===== src/rtl/wb_axi_pkg.sv =====
// Shared AXI4-Lite definitions for the WB bridge and its downstream slaves.
// Response codes plus the slave channel state encodings.
package wb_axi_pkg;

  localparam logic [1:0] AXI_RESP_OKAY   = 2'b00;
  localparam logic [1:0] AXI_RESP_SLVERR = 2'b10;
  localparam logic [1:0] AXI_RESP_DECERR = 2'b11;

  typedef enum logic {
    W_IDLE,
    W_RESP
  } w_state_e;

  typedef enum logic {
    R_IDLE,
    R_RESP
  } r_state_e;

endpackage


===== src/rtl/axi4lite_reg_slave_if.sv =====
// AXI4-Lite bus bundle between the WB bridge master and the register slave.
// The master drives requests; the slave drives readies and responses.
interface axi4lite_reg_slave_if #(
  parameter int DW = 32,
  parameter int AW = 32
);

  logic            awvalid;
  logic            awready;
  logic [AW-1:0]   awaddr;
  logic [2:0]      awprot;
  logic            wvalid;
  logic            wready;
  logic [DW-1:0]   wdata;
  logic [DW/8-1:0] wstrb;
  logic            bvalid;
  logic            bready;
  logic [1:0]      bresp;
  logic            arvalid;
  logic            arready;
  logic [AW-1:0]   araddr;
  logic [2:0]      arprot;
  logic            rvalid;
  logic            rready;
  logic [DW-1:0]   rdata;
  logic [1:0]      rresp;

  modport master (
    output awvalid, awaddr, awprot,
    output wvalid, wdata, wstrb,
    output bready,
    output arvalid, araddr, arprot,
    output rready,
    input  awready, wready,
    input  bvalid, bresp,
    input  arready,
    input  rvalid, rdata, rresp
  );

  modport slave (
    input  awvalid, awaddr, awprot,
    input  wvalid, wdata, wstrb,
    input  bready,
    input  arvalid, araddr, arprot,
    input  rready,
    output awready, wready,
    output bvalid, bresp,
    output arready,
    output rvalid, rdata, rresp
  );

endinterface


===== src/rtl/axi4lite_aw_w_join.sv =====
// Joins independent AW and W beats into one write commit strobe.
// Whichever beat arrives first is held until its partner shows up.
module axi4lite_aw_w_join #(
  parameter int DW = 32,
  parameter int AW = 32,
  parameter int IW = 4
) (
  input  logic            clk,
  input  logic            rst_n,
  input  logic            rdy_en,
  input  logic            bvalid,
  input  logic            awvalid,
  input  logic [AW-1:0]   awaddr,
  input  logic            wvalid,
  input  logic [DW-1:0]   wdata,
  input  logic [DW/8-1:0] wstrb,
  output logic            awready,
  output logic            wready,
  output logic            commit,
  output logic [IW-1:0]   idx,
  output logic [DW-1:0]   data,
  output logic [DW/8-1:0] strb,
  output logic            err
);

  logic            aw_held;
  logic            w_held;
  logic [AW-1:0]   aw_q;
  logic [DW-1:0]   data_q;
  logic [DW/8-1:0] strb_q;
  logic            aw_fire;
  logic            w_fire;
  logic [AW-1:0]   addr;
  logic            unused_ok;

  assign awready = rdy_en & ~aw_held & ~bvalid;
  assign wready  = rdy_en & ~w_held & ~bvalid;
  assign aw_fire = awvalid & awready;
  assign w_fire  = wvalid & wready;
  assign commit  = (aw_held | aw_fire) & (w_held | w_fire);

  assign addr = aw_held ? aw_q : awaddr;
  assign data = w_held ? data_q : wdata;
  assign strb = w_held ? strb_q : wstrb;
  assign idx  = addr[IW+1:2];
  assign err  = |addr[AW-1:IW+2];

  // byte offset within a word carries no meaning here
  assign unused_ok = ^addr[1:0];

  always_ff @(posedge clk or negedge rst_n) begin
    if (!rst_n) begin
      aw_held <= 1'b0;
      w_held  <= 1'b0;
      aw_q    <= '0;
      data_q  <= '0;
      strb_q  <= '0;
    end else begin
      if (aw_fire) aw_q <= awaddr;
      if (w_fire) begin
        data_q <= wdata;
        strb_q <= wstrb;
      end
      aw_held <= ~commit & (aw_held | aw_fire);
      w_held  <= ~commit & (w_held | w_fire);
    end
  end

endmodule


===== src/rtl/axi4lite_reg_slave.sv =====
// AXI4-Lite register bank: byte-strobed RW slots, read-only hardware slots,
// one outstanding write and one outstanding read, SLVERR beyond the bank.
module axi4lite_reg_slave
  import wb_axi_pkg::*;
#(
  parameter int DW = 32,
  parameter int AW = 32,
  parameter int NREGS = 16,
  parameter logic [NREGS-1:0] RO_MASK = '0
) (
  input  logic                wb_clk_i,
  input  logic                wb_rst_ni,
  axi4lite_reg_slave_if.slave s_axi,
  output logic [NREGS*DW-1:0] reg_o,
  input  logic [NREGS*DW-1:0] reg_i,
  output logic [NREGS-1:0]    wr_pulse_o
);

  localparam int IW = $clog2(NREGS);

  logic            rdy_en;
  logic            commit;
  logic [IW-1:0]   w_idx;
  logic [DW-1:0]   w_data;
  logic [DW/8-1:0] w_strb;
  logic            w_err;
  logic            wr_ok;
  logic [DW-1:0]   regs_q [NREGS];
  logic [1:0]      bresp_q;
  logic [NREGS-1:0] pulse_q;
  w_state_e        w_q, w_d;
  r_state_e        r_q, r_d;
  logic            ar_fire;
  logic [IW-1:0]   r_idx;
  logic            r_err;
  logic [DW-1:0]   rd_val;
  logic [DW-1:0]   rdata_q;
  logic [1:0]      rresp_q;
  logic            unused_ok;

  assign unused_ok = ^{s_axi.awprot, s_axi.arprot, s_axi.araddr[1:0]};

  // holds every ready low for one cycle after reset release
  always_ff @(posedge wb_clk_i or negedge wb_rst_ni) begin
    if (!wb_rst_ni) rdy_en <= 1'b0;
    else            rdy_en <= 1'b1;
  end

  axi4lite_aw_w_join #(
    .DW(DW),
    .AW(AW),
    .IW(IW)
  ) u_join (
    .clk    (wb_clk_i),
    .rst_n  (wb_rst_ni),
    .rdy_en (rdy_en),
    .bvalid (s_axi.bvalid),
    .awvalid(s_axi.awvalid),
    .awaddr (s_axi.awaddr),
    .wvalid (s_axi.wvalid),
    .wdata  (s_axi.wdata),
    .wstrb  (s_axi.wstrb),
    .awready(s_axi.awready),
    .wready (s_axi.wready),
    .commit (commit),
    .idx    (w_idx),
    .data   (w_data),
    .strb   (w_strb),
    .err    (w_err)
  );

  assign wr_ok = commit & ~w_err & ~RO_MASK[w_idx];

  always_ff @(posedge wb_clk_i or negedge wb_rst_ni) begin
    if (!wb_rst_ni) begin
      for (int i = 0; i < NREGS; i++) regs_q[i] <= '0;
      bresp_q <= AXI_RESP_OKAY;
      pulse_q <= '0;
    end else begin
      for (int i = 0; i < NREGS; i++)
        for (int k = 0; k < DW/8; k++)
          if (wr_ok && w_idx == IW'(i) && w_strb[k])
            regs_q[i][8*k +: 8] <= w_data[8*k +: 8];
      if (commit) bresp_q <= w_err ? AXI_RESP_SLVERR : AXI_RESP_OKAY;
      pulse_q <= wr_ok ? (NREGS'(1) << w_idx) : '0;
    end
  end

  always_ff @(posedge wb_clk_i or negedge wb_rst_ni) begin
    if (!wb_rst_ni) w_q <= W_IDLE;
    else            w_q <= w_d;
  end

  always_comb begin
    w_d = w_q;
    unique case (w_q)
      W_IDLE: if (commit) w_d = W_RESP;
      W_RESP: if (s_axi.bready) w_d = W_IDLE;
      default: w_d = W_IDLE;
    endcase
  end

  assign s_axi.bvalid = (w_q == W_RESP);
  assign s_axi.bresp  = bresp_q;

  assign s_axi.arready = rdy_en & ~s_axi.rvalid;
  assign ar_fire = s_axi.arvalid & s_axi.arready;
  assign r_idx   = s_axi.araddr[IW+1:2];
  assign r_err   = |s_axi.araddr[AW-1:IW+2];

  always_comb begin
    rd_val = '0;
    if (!r_err)
      rd_val = RO_MASK[r_idx] ? reg_i[int'(r_idx)*DW +: DW] : regs_q[r_idx];
  end

  always_ff @(posedge wb_clk_i or negedge wb_rst_ni) begin
    if (!wb_rst_ni) begin
      r_q     <= R_IDLE;
      rdata_q <= '0;
      rresp_q <= AXI_RESP_OKAY;
    end else begin
      r_q <= r_d;
      if (ar_fire) begin
        rdata_q <= rd_val;
        rresp_q <= r_err ? AXI_RESP_SLVERR : AXI_RESP_OKAY;
      end
    end
  end

  always_comb begin
    r_d = r_q;
    unique case (r_q)
      R_IDLE: if (ar_fire) r_d = R_RESP;
      R_RESP: if (s_axi.rready) r_d = R_IDLE;
      default: r_d = R_IDLE;
    endcase
  end

  assign s_axi.rvalid = (r_q == R_RESP);
  assign s_axi.rdata  = rdata_q;
  assign s_axi.rresp  = rresp_q;

  always_comb begin
    reg_o = '0;
    for (int i = 0; i < NREGS; i++) reg_o[i*DW +: DW] = regs_q[i];
  end

  assign wr_pulse_o = pulse_q;

endmodule


===== src/flat_wrapper.sv =====
// flat-port wrapper written by rule: the top's interface ports become plain ports
module axi4lite_reg_slave_flat import wb_axi_pkg::*;
#(
  parameter int DW = 32,
  parameter int AW = 32,
  parameter int NREGS = 16,
  parameter logic [NREGS-1:0] RO_MASK = '0
)
  (wb_clk_i, wb_rst_ni, reg_o, reg_i, wr_pulse_o, s_axi_awvalid, s_axi_awaddr, s_axi_awprot, s_axi_wvalid, s_axi_wdata, s_axi_wstrb, s_axi_bready, s_axi_arvalid, s_axi_araddr, s_axi_arprot, s_axi_rready, s_axi_awready, s_axi_wready, s_axi_bvalid, s_axi_bresp, s_axi_arready, s_axi_rvalid, s_axi_rdata, s_axi_rresp);
  axi4lite_reg_slave_if #(.DW(DW), .AW(AW)) s_axi_i ();
  input  logic wb_clk_i;
  input  logic wb_rst_ni;
  output logic [NREGS*DW-1:0] reg_o;
  input  logic [NREGS*DW-1:0] reg_i;
  output logic [NREGS-1:0] wr_pulse_o;
  input wire logic [$bits(s_axi_i.awvalid)-1:0] s_axi_awvalid;
  input wire logic [$bits(s_axi_i.awaddr)-1:0] s_axi_awaddr;
  input wire logic [$bits(s_axi_i.awprot)-1:0] s_axi_awprot;
  input wire logic [$bits(s_axi_i.wvalid)-1:0] s_axi_wvalid;
  input wire logic [$bits(s_axi_i.wdata)-1:0] s_axi_wdata;
  input wire logic [$bits(s_axi_i.wstrb)-1:0] s_axi_wstrb;
  input wire logic [$bits(s_axi_i.bready)-1:0] s_axi_bready;
  input wire logic [$bits(s_axi_i.arvalid)-1:0] s_axi_arvalid;
  input wire logic [$bits(s_axi_i.araddr)-1:0] s_axi_araddr;
  input wire logic [$bits(s_axi_i.arprot)-1:0] s_axi_arprot;
  input wire logic [$bits(s_axi_i.rready)-1:0] s_axi_rready;
  output wire logic [$bits(s_axi_i.awready)-1:0] s_axi_awready;
  output wire logic [$bits(s_axi_i.wready)-1:0] s_axi_wready;
  output wire logic [$bits(s_axi_i.bvalid)-1:0] s_axi_bvalid;
  output wire logic [$bits(s_axi_i.bresp)-1:0] s_axi_bresp;
  output wire logic [$bits(s_axi_i.arready)-1:0] s_axi_arready;
  output wire logic [$bits(s_axi_i.rvalid)-1:0] s_axi_rvalid;
  output wire logic [$bits(s_axi_i.rdata)-1:0] s_axi_rdata;
  output wire logic [$bits(s_axi_i.rresp)-1:0] s_axi_rresp;
  assign s_axi_i.awvalid = s_axi_awvalid;
  assign s_axi_i.awaddr = s_axi_awaddr;
  assign s_axi_i.awprot = s_axi_awprot;
  assign s_axi_i.wvalid = s_axi_wvalid;
  assign s_axi_i.wdata = s_axi_wdata;
  assign s_axi_i.wstrb = s_axi_wstrb;
  assign s_axi_i.bready = s_axi_bready;
  assign s_axi_i.arvalid = s_axi_arvalid;
  assign s_axi_i.araddr = s_axi_araddr;
  assign s_axi_i.arprot = s_axi_arprot;
  assign s_axi_i.rready = s_axi_rready;
  assign s_axi_awready = s_axi_i.awready;
  assign s_axi_wready = s_axi_i.wready;
  assign s_axi_bvalid = s_axi_i.bvalid;
  assign s_axi_bresp = s_axi_i.bresp;
  assign s_axi_arready = s_axi_i.arready;
  assign s_axi_rvalid = s_axi_i.rvalid;
  assign s_axi_rdata = s_axi_i.rdata;
  assign s_axi_rresp = s_axi_i.rresp;
  axi4lite_reg_slave #(.DW(DW), .AW(AW), .NREGS(NREGS), .RO_MASK(RO_MASK)) u_core (.wb_clk_i(wb_clk_i), .wb_rst_ni(wb_rst_ni), .s_axi(s_axi_i), .reg_o(reg_o), .reg_i(reg_i), .wr_pulse_o(wr_pulse_o));
endmodule

===== config.mk =====
export PLATFORM = sky130hd
export DESIGN_NAME = axi4lite_reg_slave_flat
export DESIGN_NICKNAME = d
export VERILOG_FILES = /design/src/rtl/wb_axi_pkg.sv /design/src/rtl/axi4lite_reg_slave_if.sv /design/src/rtl/axi4lite_aw_w_join.sv /design/src/rtl/axi4lite_reg_slave.sv /design/src/flat_wrapper.sv
export SDC_FILE = /design/constraint.sdc
export NUM_CORES = 1
export LEC_CHECK = 0
export ABC_AREA = 0
export CORE_AREA = 4 4 467 469
export DETAILED_ROUTE_END_ITERATION = 6
export DIE_AREA = 0 0 471 473
export GPL_TIMING_DRIVEN = 0
export PLACE_DENSITY = 0.43
export SYNTH_ARGS = -nofsm -noshare
export SYNTH_HDL_FRONTEND = slang
export SYNTH_SLANG_ARGS = --single-unit

===== constraint.sdc =====
create_clock -name wb_clk_i -period 2.6 [get_ports wb_clk_i]
set_clock_uncertainty 0.1 [all_clocks]
set_input_delay 0.52 -clock wb_clk_i [delete_from_list [all_inputs] [get_ports wb_clk_i]]
set_output_delay 0.52 -clock wb_clk_i [all_outputs]
set_load 0.05 [all_outputs]

# Yosys cells after proc, flatten, opt, wreduce, memory -nomap -nowiden
# Memories as Yosys holds them, arrays and structs flattened.
# Cells that the tools add are included.
[op_classes]
shifts = 2
order_cmp = 3
bitwise_logic = 23
n_eq_ne = 15
reduce_logical = 83
n_mux = 19
[ops]
columns = ["op", "count"]
rows = [
  ["$shiftx 512x10->32", 1],
  ["$mux 32", 6],
  ["$bmux 32 s4", 1],
  ["$logic_and 1x1->1", 80],
  ["$reduce_or 26->1", 2],
  ["$eq 4x4->1 const B", 8],
  ["$eq 4x3->1 const B", 4],
  ["$mux 16", 1],
  ["$shl 1x4->16 const A", 1],
  ["$and 1x1->1", 13],
  ["$lt 4x5->1 const B", 2],
  ["$eq 4x2->1 const B", 2],
  ["$not 1->1", 7],
  ["$mux 1", 6],
  ["$ge 5x5->1 const B", 1],
  ["$not 4->5", 1],
  ["$eq 4x1->1 const B", 1],
  ["$logic_not 4->1", 1],
  ["$mux 2", 2],
  ["$mux 4", 1],
  ["$pmux 1 s2", 2],
  ["$or 1x1->1", 2],
]
[totals]
output_inout_bits = 569
regBits = 637
n_memories = 2
wordCells = 223
rom_bits = 32
input_bits = 625
[memory_table]
columns = ["name", "depth", "width", "rd", "rd_ports_with_merged_regs", "wr", "line_no", "rtl"]
rows = [
  ["(name not given)", 16, 1, 1, 0, 0, "axi4lite_reg_slave.sv:72", "assign wr_ok = commit & ~w_err & ~RO_MASK[w_idx];"],
  ["(name not given)", 16, 1, 1, 0, 0, "axi4lite_reg_slave.sv:114", "rd_val = RO_MASK[r_idx] ? reg_i[int'(r_idx)*DW +: DW] : regs_q[r_idx];"],
]

# Logic depth before layout (Yosys ltp)
[logic_depth]
depth_word = 10
mapped_depth = 10
mapped_depth_nobuf = 5

# By module
# Synthesis repeated with hierarchy kept, for this count alone.
[unflattened]
hier_cells = 1760
hier_area_um2 = 27864.2
[by_module_without_submodules]
columns = ["mod", "cells_per_inst", "instances", "seq_area_each_um2", "area_each_um2"]
rows = [
  ["axi4lite_reg_slave", 1543, 1, 14138.6, 24659.9],
  ["axi4lite_aw_w_join", 217, 1, 1701.6, 3204.3],
]

# Worst setup path after synthesis
# OpenSTA, ideal clock, no wires.
[synth_path]
kind = "register -> register"
start = "reg u_core.w_q, in the netlist u_core.s_axi.bvalid"
end = "reg u_core.regs_q, in the netlist u_core.reg_o[448]"
t_required_ns = 2.375
path_slack_ns = -0.229
path_stages_with_launch = 9
arrival_time_ns = 2.604
cell_sequence = "dfrtp_1 nor4bb_1 buf_2 o22a_1 buf_6 buf_6 o2111ai_4 a211oi_4 mux2_2"
[synth_via]
elab_chain_len = 9
elab_cells_between_ends = 12
cone_classes = "bitwise (10); reduce/logical (2)"
[synth_rtl]
columns = ["item", "line_no", "rtl"]
rows = [
  ["from (decl)", "axi4lite_reg_slave.sv:31", "w_state_e w_q, w_d;"],
  ["from (signal assigned)", "axi4lite_reg_slave.sv:91", "else w_q <= w_d;"],
  ["$not 1->1 *", "axi4lite_aw_w_join.sv:36, axi4lite_aw_w_join.sv:37", ""],
  ["$and 1x1->1 (on tied branches)", "axi4lite_aw_w_join.sv:36, axi4lite_aw_w_join.sv:37", ""],
  ["$and 1x1->1 (on tied branches)", "axi4lite_aw_w_join.sv:38, axi4lite_aw_w_join.sv:39", ""],
  ["$or 1x1->1", "axi4lite_aw_w_join.sv:40", "assign commit = (aw_held | aw_fire) & (w_held | w_fire);"],
  ["$and 1x1->1 *", "axi4lite_aw_w_join.sv:40", ""],
  ["$and 1x1->1 * (2 in series)", "axi4lite_reg_slave.sv:72", ""],
  ["$logic_and 1x1->1 * (2 in series)", "axi4lite_reg_slave.sv:82", "if (wr_ok && w_idx == IW'(i) && w_strb[k])"],
  ["to (signal, indexed assignment)", "axi4lite_reg_slave.sv:83", "regs_q[i][8*k +: 8] <= w_data[8*k +: 8];"],
  ["to (decl)", "axi4lite_reg_slave.sv:28", "logic [DW-1:0] regs_q [NREGS];"],
]
# Every way passes the cells marked *; elsewhere a longest branch is shown, timed or not.
# A chain may end at the register's enable or synchronous reset.

# Final worst setup path
[layout_path]
start = "in s_axi_awaddr[10]"
end = "reg u_core.regs_q, in the netlist u_core.reg_o[415]"
[layout_via]
elab_chain_len = 7
[layout_rtl]
columns = ["item", "line_no", "rtl"]
rows = [
  ["from (decl)", "flat_wrapper.sv:17", "input wire logic [$bits(s_axi_i.awaddr)-1:0] s_axi_awaddr;"],
  ["$mux 32", "axi4lite_aw_w_join.sv:42", "assign addr = aw_held ? aw_q : awaddr;"],
  ["$reduce_or 26->1", "axi4lite_aw_w_join.sv:46", "assign err = |addr[AW-1:IW+2];"],
  ["$not 1->1", "axi4lite_reg_slave.sv:72", ""],
  ["$and 1x1->1 (2 in series)", "axi4lite_reg_slave.sv:72", ""],
  ["$logic_and 1x1->1 (2 in series)", "axi4lite_reg_slave.sv:82", ""],
]
# Every way passes these cells.

==> flow_summary.json <==
{
  "place_congestion": 0.792,
  "clockBufferDepth": 3,
  "area_growth_pct": 62.3,
  "routedWlPerCell_um": 30.3,
  "portBuffers": 666,
  "yosys_warnings": 0,
  "final-hold-violation-count": 0,
  "min_period_ps": 3400,
  "overflow": 0,
  "io_pins": 1194,
  "min_path_type": "primary input to flip-flop",
  "cts_root_buf": "clkbuf_16",
  "powerDensity_nw_per_um2": 582,
  "violations": "negative setup slack",
  "start_kind": "primary input",
  "setup_viol": 533,
  "fin_tns_setup_ps": -390380,
  "drtIter0Drc": 1212,
  "htree_num_levels": 3,
  "cts_tree": "done",
  "place_ws_ps": -3280,
  "grt_max_degree": 110,
  "ant_nets": 0,
  "die_h_um": 473,
  "maxSlewViolCount": 0,
  "coreArea_sq_um": 214000,
  "rsz0062_at_grt": "true",
  "fill_cells": 22752,
  "finalWirelength_mm": 169,
  "ir_drop_mv": 0.433,
  "avgSynthCellArea_sq_um": 16.4,
  "worst_setup_path_end_kind": "flip-flop",
  "cap_violations": 0,
  "arrival_ps": 3880,
  "dieWidth_um": 471,
  "via_per_inst": 3.76,
  "synth_cells": 1793,
  "drcViolationCount": 0,
  "grt_pass1_vias": 22166,
  "final_nets": 3280,
  "r2r_slack_ps": -710,
  "final_util": 0.223,
  "cts_made_buffers": 82,
  "hpwlAfterDp_mm": 125,
  "cp_max_fo": 8,
  "outcome": "finished, violations left",
  "fin_ws_ps": -805,
  "insertion_delay_ps": 710,
  "synth_seq_cells": 633,
  "worstMarginPinSlew_ps": 1280,
  "firstDrtPassIters": 5,
  "maxSlewHeadroom": 0.149,
  "via_count": 20950,
  "yosysSeqAreaShare": 0.538,
  "initial_core_util": 0.138,
  "clock_sinks": 633,
  "grt_usage": 0.144,
  "syn_area_sq_um": 29500,
  "fmax_mhz": 294,
  "grt_antenna_before_repair": 45,
  "synth.distinct_cells": 41,
  "grt_pass1_wl_mm": 218,
  "drive_above_1_share": 0.444,
  "worst_ep_required_time_ps": 3080,
  "clk_pin_slew_ps": 60,
  "hold_slack_ps": 185,
  "path_class": "primary input to flip-flop",
  "die-area_sq_um": 223000,
  "power_leakage_nw": 27.3,
  "finalCritPeriodShare": 1.31,
  "finalPower_mw": 27.8,
  "rows": 170
}
==> state kept, by name (all words and copies together), names as in the netlist <==
signal / flops
u_core.u_join.aw_held: 1
u_core.reg_o: 512
u_core.s_axi.bresp: 1
u_core.s_axi.bvalid: 1
u_core.u_join.aw_q: 30
u_core.s_axi.rdata: 32
u_core.u_join.strb_q: 4
u_core.u_join.data_q: 32
u_core.s_axi.rvalid: 1
u_core.s_axi.rresp: 1
u_core.rdy_en: 1
u_core.u_join.w_held: 1
u_core.wr_pulse_o: 16
==> metal layers <==
metal / GRT usage / vias up / share of wire / wire length, um
met5: 0 / - / 0.00075 / 126
met4: 0.0304 / 20 / 0.018 / 3010
met3: 0.0573 / 170 / 0.096 / 16200
met2: 0.220 / 934 / 0.44 / 74200
met1: 0.193 / 11334 / 0.45 / 75200
li1: - / 8492 / - / -
==> through the flow <==
stage	area [sq um]	cells
3_3_place_gp	40000	5298
2_1_floorplan	29700	1794
5_1_grt	47800	5559
3_5_place_dp	40300	5309
4_1_cts	45100	5546
6_report	47800	5566
==> cells in the mapped netlist <==
| master | instances | area share |
|---|---|---|
| and4bb_2 | 1 | 0.00042 |
| nand2_1 | 42 | 0.0054 |
| nor4_1 | 12 | 0.0025 |
| o21ai_2 | 2 | 0.00059 |
| buf_2 | 9 | 0.0015 |
| o2111ai_2 | 4 | 0.0020 |
| a21boi_0 | 1 | 0.00025 |
| nor2b_1 | 1 | 0.00021 |
| mux2_1 | 15 | 0.0057 |
| clkbuf_1 | 68 | 0.0087 |
| and3_1 | 2 | 0.00042 |
| mux2i_2 | 2 | 0.00093 |
| buf_4 | 18 | 0.0046 |
| nor3_1 | 7 | 0.0012 |
| nand3_1 | 2 | 0.00034 |
| nor2_1 | 22 | 0.0028 |
| mux2i_1 | 2 | 0.00068 |
| nor4bb_1 | 1 | 0.00034 |
| or4b_1 | 1 | 0.00034 |
| mux4_2 | 160 | 0.12 |
| and2_1 | 1 | 0.00021 |
| o21ai_0 | 37 | 0.0063 |
| a211oi_4 | 56 | 0.038 |
| a32o_1 | 2 | 0.00068 |
| dfrtp_1 | 633 | 0.54 |
| nand4_1 | 3 | 0.00064 |
| o21a_1 | 1 | 0.00025 |
| o2111ai_4 | 12 | 0.011 |
| nand2b_1 | 2 | 0.00042 |
| buf_6 | 3 | 0.0011 |
| a211oi_2 | 8 | 0.0034 |
| or4_1 | 3 | 0.00076 |
| o32ai_4 | 2 | 0.0019 |
| clkbuf_4 | 1 | 0.00025 |
| inv_1 | 39 | 0.0050 |
| nor4b_1 | 1 | 0.00030 |
| mux2_2 | 593 | 0.23 |
| o22a_1 | 2 | 0.00059 |
| conb_1 | 2 | 0.00025 |
| o32ai_2 | 2 | 0.0011 |
| buf_1 | 18 | 0.0023 |
==> logic make-up (layout without fill, tap and decap cells) <==
| family | after synthesis | after routing | synth area share |
|---|---|---|---|
| DFF | 633 | 633 | 0.538 |
| muxes | 772 | 772 | 0.356 |
| AOI/OAI and AO/OA | 129 | 129 | 0.0658 |
| and+or+nand+nor | 101 | 101 | 0.0163 |
| other | 2 | 12 | 0.000255 |
| buffers and inverters | 156 | 1081 | 0.0234 |
==> placed cells by master, fill, tap and decap left out, drive strengths merged, types with 3 or more instances in the layout <==
cell | netlist | layout
nand2 | 42 | 42
buf | 48 | 151
clkdlybuf4s15 | 0 | 3
clkinv | 0 | 13
clkinvlp | 0 | 6
dlygate4sd3 | 0 | 4
inv | 39 | 44
dlymetal6s2s | 0 | 470
mux2i | 4 | 4
dfrtp | 633 | 633
a211oi | 64 | 64
nor2 | 22 | 22
nand4 | 3 | 3
nor4 | 12 | 12
clkbuf | 69 | 195
o2111ai | 16 | 16
mux4 | 160 | 160
clkdlybuf4s50 | 0 | 188
bufinv | 0 | 6
nor3 | 7 | 7
o32ai | 4 | 4
diode | 0 | 9
o21ai | 39 | 39
or4 | 3 | 3
conb | 2 | 3
mux2 | 608 | 608
==> repair_timing <==
item                       4_1_cts  5_1_grt
pin swaps                       68       51
resized for setup              177      859
cloned                           2        7
setup endpoints to repair     1080     1353
buffers inserted                87        3
hold buffers                     2        2
hold endpoints to repair        58        2
==> report_power, final <==
| part | internal (mW) | total [mW] | switching, mW |
|---|---|---|---|
| logic | 1.67 | 4.93 | 3.26 |
| clock network | 7.10 | 12.1 | 5.01 |
| registers | 10.4 | 10.8 | 0.374 |
| total | 19.2 | 27.8 | 8.64 |
==> area by class of cell <==
class	count	area, sq um	area share
clock inverters	30	425	0.00890
well taps	2838	3550	0.0743
clock buffers	118	2410	0.0504
flip-flops and latches	633	15900	0.332
repair buffers	780	9860	0.206
plain buffers	114	797	0.0167
multi-input cells	1005	14700	0.308
diodes	9	22.5	0.000471
inverters	39	146	0.00306
==> final timing paths <==
kind                       cells past startpoint                     end                    from
max                                            9       u_core.reg_o[415]        s_axi_awaddr[10]
max in group asynchronous                      5           u_core.rdy_en               wb_rst_ni
min reg2reg                                    2  u_core.s_axi.rdata[13]  u_core.s_axi.rdata[13]
min                                            2  u_core.u_join.aw_q[10]        s_axi_awaddr[10]
min in group asynchronous                      2       u_core.reg_o[392]               wb_rst_ni
max reg2reg                                    9       u_core.reg_o[212]   u_core.u_join.aw_held
==> critical path, cell delays in order <==
cell and delay, ps:
dlygate4sd2_1 270, nor4_4 640, nand4_1 510, or4_4 680
clkbuf_16 230, buf_16 160, a211oi_4 280, buf_12 200
mux2_2 340
(Power assumes the default switching activity.)
